==> config.mk <==
export PLATFORM = sky130hd
export DESIGN_NAME = lane_arbiter
export DESIGN_NICKNAME = d
export VERILOG_FILES = /design/src/rtl/lane_arbiter.sv
export SDC_FILE = /design/constraint.sdc
export NUM_CORES = 1
export LEC_CHECK = 0
export BUFFER_PORTS_ARGS = -buffer_cell sky130_fd_sc_hd__buf_2
export CAP_MARGIN = 0
export CORE_UTILIZATION = 46
export DETAILED_ROUTE_END_ITERATION = 8
export PLACE_DENSITY = 0.75
export SLEW_MARGIN = 10
export SYNTH_ARGS = -nofsm -noshare
export SYNTH_HDL_FRONTEND = slang
export SYNTH_SLANG_ARGS = --single-unit
==> constraint.sdc <==
create_clock -name clk -period 3.69 [get_ports clk]
set_input_delay 0.369 -clock clk [delete_from_list [all_inputs] [get_ports clk]]
set_output_delay 0.369 -clock clk [all_outputs]
set_load 0.01 [all_outputs]
==> src/rtl/lane_arbiter.sv <==
// lane_arbiter
// Shares one child datapath among four requesters. A request is sampled only
// while the block is IDLE; the winner is chosen round-robin, its operand is
// latched and driven on ch_in for one ISSUE cycle plus LATENCY WAIT cycles,
// then the child's result is registered and returned in a one-cycle RESP.
//
// Handshake: req[i] is a level; the block accepts requester i only at an IDLE
// edge where req[i]=1, signalled by the one-cycle grant[i] pulse that follows.
// The response is the one-cycle resp_valid pulse; there is no back-pressure,
// and resp_id/resp_data hold their values until the next response.
//
// Ports:
//   clk        sole clock, rising edge
//   reset      synchronous, active-high
//   req        request level per requester (bit i = requester i)
//   req_data   operands, requester i at req_data[4*i +: 4]
//   grant      one-hot acceptance pulse (ISSUE only)
//   ch_in      operand to the child datapath (0 in IDLE and RESP)
//   ch_out     result from the child datapath
//   resp_valid one-cycle response pulse
//   resp_id    requester index of the response
//   resp_data  registered child result
//   busy       high whenever the FSM is not IDLE
//   dbg_state  current FSM state encoding (IDLE=0, ISSUE=1, WAIT=2, RESP=3)
module lane_arbiter #(
    parameter int LATENCY = 1  // child datapath latency, 1..15
) (
    input  logic        clk,
    input  logic        reset,
    input  logic [3:0]  req,
    input  logic [15:0] req_data,
    output logic [3:0]  grant,
    output logic [3:0]  ch_in,
    input  logic [3:0]  ch_out,
    output logic        resp_valid,
    output logic [1:0]  resp_id,
    output logic [3:0]  resp_data,
    output logic        busy,
    output logic [1:0]  dbg_state
);

    typedef enum logic [1:0] {
        IDLE  = 2'd0,
        ISSUE = 2'd1,
        WAIT  = 2'd2,
        RESP  = 2'd3
    } state_t;

    state_t      state;
    state_t      state_nxt;
    logic [1:0]  ptr;
    logic [1:0]  idx;
    logic [3:0]  opnd;
    logic [3:0]  cnt;
    logic [1:0]  sel;

    assign dbg_state = state;

    // Round-robin pick: scan ptr, ptr+1, ptr+2, ptr+3 (2-bit wrap); the
    // first set request wins. sel is only used when |req is true.
    always_comb begin
        logic       found;
        logic [1:0] cand;
        sel   = ptr;
        found = 1'b0;
        for (int k = 0; k < 4; k++) begin
            cand = ptr + 2'(k);
            if (!found && req[cand]) begin
                sel   = cand;
                found = 1'b1;
            end
        end
    end

    // Next state and outputs
    always_comb begin
        state_nxt  = state;
        grant      = 4'b0000;
        ch_in      = 4'h0;
        resp_valid = 1'b0;
        busy       = (state != IDLE);
        case (state)
            IDLE: begin
                if (|req) state_nxt = ISSUE;
            end
            ISSUE: begin
                grant     = 4'b0001 << idx;
                ch_in     = opnd;
                state_nxt = WAIT;
            end
            WAIT: begin
                ch_in = opnd;
                if (cnt == 4'd0) state_nxt = RESP;
            end
            RESP: begin
                resp_valid = 1'b1;
                state_nxt  = IDLE;
            end
            default: state_nxt = IDLE;
        endcase
    end

    // State register and datapath
    always_ff @(posedge clk) begin
        if (reset) begin
            state     <= IDLE;
            ptr       <= 2'd0;
            idx       <= 2'd0;
            opnd      <= 4'h0;
            cnt       <= 4'd0;
            resp_id   <= 2'd0;
            resp_data <= 4'h0;
        end else begin
            state <= state_nxt;
            case (state)
                IDLE: begin
                    if (|req) begin
                        idx  <= sel;
                        opnd <= req_data[{sel, 2'b00} +: 4];
                    end
                end
                ISSUE: begin
                    cnt <= 4'(LATENCY - 1);
                end
                WAIT: begin
                    if (cnt == 4'd0) begin
                        resp_data <= ch_out;
                        // resp_id is registered here so it is valid during
                        // RESP and holds afterwards like resp_data.
                        resp_id   <= idx;
                    end else begin
                        cnt <= cnt - 4'd1;
                    end
                end
                RESP: begin
                    ptr <= idx + 2'd1;
                end
                default: ;
            endcase
        end
    end

endmodule
## After elaboration in Yosys (flattened, before gate mapping)

Cells that the tools add are included.

- Add/sub/neg operators: 5
- Order comparisons: 4
- Equal/unequal tests: 6
- Shifts and indexed selects: 2
- Mux-type cells: 22
- Reduce and logical (&&, ||, !) cells: 16

Operators by type and width:

| cell | count |
|---|---|
| 16-bit by 5-bit variable part select with 4-bit output | 1 |
| 2-bit by 3-bit < comparator with 1-bit output, second input constant | 4 |
| 4-bit two-way mux | 3 |
| 2-bit two-way mux | 5 |
| 1-bit binary-select mux with 2-bit select | 4 |
| 1-bit two-way mux | 8 |
| 2-bit one-hot mux with 4 select lines | 1 |
| 4-bit one-hot mux with 2 select lines | 1 |
| 2-bit AND reduction | 4 |
| 2-bit != test, second input constant | 3 |
| 2-bit by 1-bit adder with 2-bit output, second input constant | 2 |
| 2-bit adder, second input constant | 2 |
| 2-bit == test, second input constant | 2 |
| 4-bit zero test | 1 |
| 2-bit nonzero test | 2 |
| 4-bit OR reduction | 1 |
| 1-bit by 2-bit << shifter with 4-bit output, first input constant | 1 |
| 4-bit by 1-bit subtractor with 4-bit output, second input constant | 1 |
| 1-bit logical AND | 3 |
| 1-bit zero test | 3 |
| 2-bit by 1-bit == test with 1-bit output, second input constant | 1 |
| 2-bit zero test | 1 |
| 2-bit OR reduction | 1 |

- Bits in registers: 20
- Bits of input ports: 26
- Output and inout port bits: 18
- Word-level logic and storage cells: 62

## Depth between registers and ports, before layout

- Word-level depth: 13
- Depth in mapped cells: 8

## Worst setup path after synthesis

No wires, ideal clock.

- Path type: flip-flop to flip-flop
- From: register state[0] (netlist: dbg_state[0])
- To: register opnd[0]
- Setup time: 0.133 ns
- Arrival time: 1.476 ns
- Required time: 3.557 ns
- Path slack: 2.081 ns
- Cell stages (with the launch flop): 9
- Cell sequence: dfxtp_1 -> inv_1 -> ha_1 -> inv_1 -> a21o_1 -> clkbuf_1 -> nor2_1 -> nand2_1 -> o221ai_1

- Longest elaborated chain between the ends: 2

Ends and longest elaborated chain:

| item | RTL line | RTL |
|---|---|---|
| from (decl) | 49 | `state_t state;` |
| from (signal assigned) | 114 | `state <= state_nxt;` |
| 2-bit zero test | 115 | `case (state)` |
| 2-bit AND reduction (no source line) | n/a |  |
| to (signal assigned) | 119 | `opnd <= req_data[{sel, 2'b00} +: 4];` |
| to (decl) | 53 | `logic [3:0] opnd;` |

No other way between the ends.
A chain may end at the register's enable or synchronous reset.

## Worst setup path in the final report

- From: register state[0] (netlist: dbg_state[0])
- To: output ch_in[1]

- Longest elaborated chain between the ends: 3

Ends and longest elaborated chain:

| item | RTL line | RTL |
|---|---|---|
| 2-bit == test / 2-bit by 1-bit == test with 1-bit output (equally long branches) | 82 | `case (state)` |
| 2-bit OR reduction (no source line) (*) | n/a |  |
| 4-bit two-way mux (*) | 82 |  |
| to (decl) | 33 | `output logic [3:0] ch_in,` |

Every way passes the cells marked *; elsewhere a longest branch is shown, timed or not.

==> summary.md <==
CTS
• 1 — H-tree lvl count
• 0 — quantity of hold-fixing buffers added after cts
• 0.12 ns — clock slew seen by the registers of the worst setup and hold paths
• 3 — clock buffer count from CTS
• 0.30 ns — insertion delay of the later-clocked pin in the worst-skew pair
• 0 — number of setup buffers added after CTS
• 20 — TritonCTS Sinks
• 2 — Max clock buf depth
• 0 — post-cts resize count
• clkbuf_4 — clk root buf
• done — clock tree from TritonCTS

Routing
• 8 — Initial DRC Count
• 5.25 — Vias/cell
• 0 — post-route antenna net violation count
• 0 — post-detailed-route DRC marker count
• 2.54 mm — wire length after detailed routing
• 12.6 um — routed wire length per instance
• 1056 — Via Count
• 4 — first drt pass iteration count

Synthesis
• 29 — Cell variety after synth
• 33.8% — portion of the post-synthesis area used by sequential elements
• dfxtp_1 — cell taking the most area after synthesis
• 0 — Yosys Warn Count
• dfxtp_1 (34%), mux2i_1 (16%), ha_1 (11%), nor2_1 (5.7%), and2_1 (4.2%) — top cells by area in the synthesized netlist
• 128 — post-synthesis cell count
• 164 — nets in the synthesized netlist
• 0.00118 mm^2 — cell area after synthesis
• 20 — number of synthesized register bits
• 33.8% — area share of the largest cell type after synthesis
• 9.25 um^2 — average cell area after synthesis

Die
• 0.00245 mm^2 — floorplan core area
• 52.7 um — die height
• 48.2% — starting density of the core
• 52.7 um — die outline width
• 0.00278 mm^2 — Die Footprint
• 44 — number of top-level design ports
• 18 — number of placement rows

STA
• 0.00433 ns — clock tree skew after final layout
• 0.615 ns — slew at the pin closest to its max-slew limit
• 533 MHz — highest attainable clock frequency
• no — setup repair after global routing missed its margin
• 50.8% — fraction of the cycle the final worst path needs
• 59.0% — Max transition margin
• 0 ns — setup total negative slack
• 0 — total count of max-transition violations in the final report
• 1.88 ns — time the worst path needs with I/O delays and setup
• 0 — final count of hold timing violations
• 0 — Setup-failing EPs final

Finish
• 727 um^2 — area of combinational cells with multiple inputs
• 400 um^2 — Seq. cell area
• 22.5% — area delta synth->final
• 208 — Total Nets Final
• 0 — count of inserted antenna diode cells
• 236 — number of fill cells
• 29.8% — fraction of final layout cells with drive strength greater than 1

Setup path
• dfxtp_1 — cell with the largest stage delay on the worst path
• 5 — critical-path maximum fanout
• ptr[1]$_SDFFE_PP0P_ — launch point of the worst reg-to-reg path
• register — startpoint class of the critical path
• 2 — buffer and inverter count on the worst path
• flip-flops — Top Family by Delay on Critical Path
• 3.32 ns — data required time at the worst endpoint
• output port — Worst Setup End Kind
• dbg_state[0]$_SDFFE_PP0P_ — start point of the critical path
• 1.51 ns — data arrival time at the worst-slack endpoint
• 0.44 ns — crit-path max cell delay
• reg -> out — Worst Path Class, Setup
• inv_1 > ha_1 > and2_1 > buf_2 — crit-path cells

Power and ir drop
• 0.254 mW — P_sw
• 0.697 nW — leakage dissipation
• 292 uV — IR drop worst, VDD
• 0.442 mW — internal power
• 0.696 mW — total chip power
• 40.5% — Reg power frac
• 41.0% — portion of total power attributed to combinational logic
• 480 mW/mm^2 — Pwr per Cell Area
• 18.5% — Clk pwr share
• 36.5% — net switching share of the total power

Placement
• 0.763 — Routability Congestion
• 2.02 mm — HPWL after DPL
• 43 — Port Buffer Count

Global routing
• 0 — GR Overflow Total
• 22 — pin count of the biggest net entering global routing
• 20.1% — global routing usage summed across all routing layers
• 0 — antenna violations before repair
• 950 — number of global-route vias before repair
• 4.11 mm — first-pass GRT wire length

Worst hold path
• ch_out[1] — hold_sp
• in -> reg — hold crit path type

Run
• 0 — max-cap violations

Status
• finished, final reports clean — outcome

==> flip-flops by register name (all words and copies together), names as in the netlist <==
signal / count
cnt: 4
resp_id: 2
ptr: 2
idx: 2
resp_data: 4
opnd: 4
dbg_state: 2
==> cell families after synthesis <==
family | Yosys count | share of synthesized area [%]
and+or+nand+nor | 48 | 22.1
DFF | 20 | 33.8
xor gates and xnor gates | 2 | 1.48
AOI/OAI and AO/OA | 16 | 11.2
muxes | 19 | 16.1
adders and majority gates | 10 | 10.6
buffers and inverters | 13 | 4.76
==> per-stage QoR <==
stage               util, %  cells  hold WS [ns]  instance area (um^2)  worst slack [ns]
CTS                    59.1    201         0.310                  1450              1.80
global placement       57.6    197         0.470                  1410              1.96
floorplan                 -    128         0.457                  1180              2.08
finish                 59.1    201         0.321                  1450              1.81
detailed placement     57.6    197         0.486                  1410              1.90
global route           59.1    201         0.319                  1450              1.73
==> cell usage in the layout (no fill, tap or decap), types with 4 or more instances in the layout <==
cell,netlist,routed
buf_2,0,43
dfxtp_1,20,20
mux2i_1,19,19
nor2_1,18,18
ha_1,10,10
inv_1,9,9
and2_1,8,8
nand2b_1,5,5
nand2_1,4,4
nor3_1,4,4
nand3b_1,4,4
==> final timing paths <==
kind | to | slack [ns] | cells after the start
worst min-delay path | resp_data[1]$_SDFFE_PP0P_ | 0.32 | 3
worst max-delay path | ch_in[1] | 1.81 | 4
worst min register to register | resp_id[0]$_SDFFE_PP0P_ | 0.51 | 2
worst max register to register | opnd[0]$_SDFFE_PP0P_ | 1.95 | 5
==> routing by layer <==
metal  share of wire [%]  GRT usage [%]  up-vias  routed length, um
li1                    -              -      529                  -
met1                  43           24.8      500               1100
met2                  53           34.2       25               1350
met3                 3.3           3.48        2                 85
met4                0.47           7.46        0                 12
met5                   0              0        -                  0
==> cell type report <==
type / instances / share of cell area, %
inverters: 9 / 2.33
multi-input cells: 95 / 50.1
well taps: 30 / 2.59
clock buffers: 4 / 2.50
repair buffers: 43 / 14.8
flip-flops and latches: 20 / 27.6
==> tightest hold or removal path: stages <==
cell	delay [ns]
buf_2	0.08
mux2i_1	0.05
nor2_1	0.09
==> power groups by stage <==
stage	Combinational (mW)	Sequential [mW]	Clock, mW
4_1_cts	0.289	0.281	0.132
2_1_floorplan	0.196	0.285	0
6_report	0.285	0.282	0.129
3_3_place_gp	0.279	0.283	0
5_1_grt	0.321	0.286	0.142
3_5_place_dp	0.287	0.285	0
==> synth_stat cells <==
cell / n
a31o_1: 1
o221ai_1: 3
nand3b_1: 4
a21o_1: 2
ha_1: 10
o31a_1: 1
nor2b_1: 2
nor4b_4: 1
o21ai_0: 1
nand2_1: 4
o21ai_2: 1
o31ai_1: 1
and2_1: 8
clkbuf_1: 3
inv_1: 9
nand3_1: 1
nor2_1: 18
nor4_1: 1
a221oi_2: 1
o221ai_2: 1
nand2b_1: 5
xor2_1: 1
nor3_1: 4
a31oi_1: 2
xnor2_1: 1
a21oi_1: 2
mux2i_1: 19
buf_6: 1
dfxtp_1: 20
(Power assumes the default switching activity.)
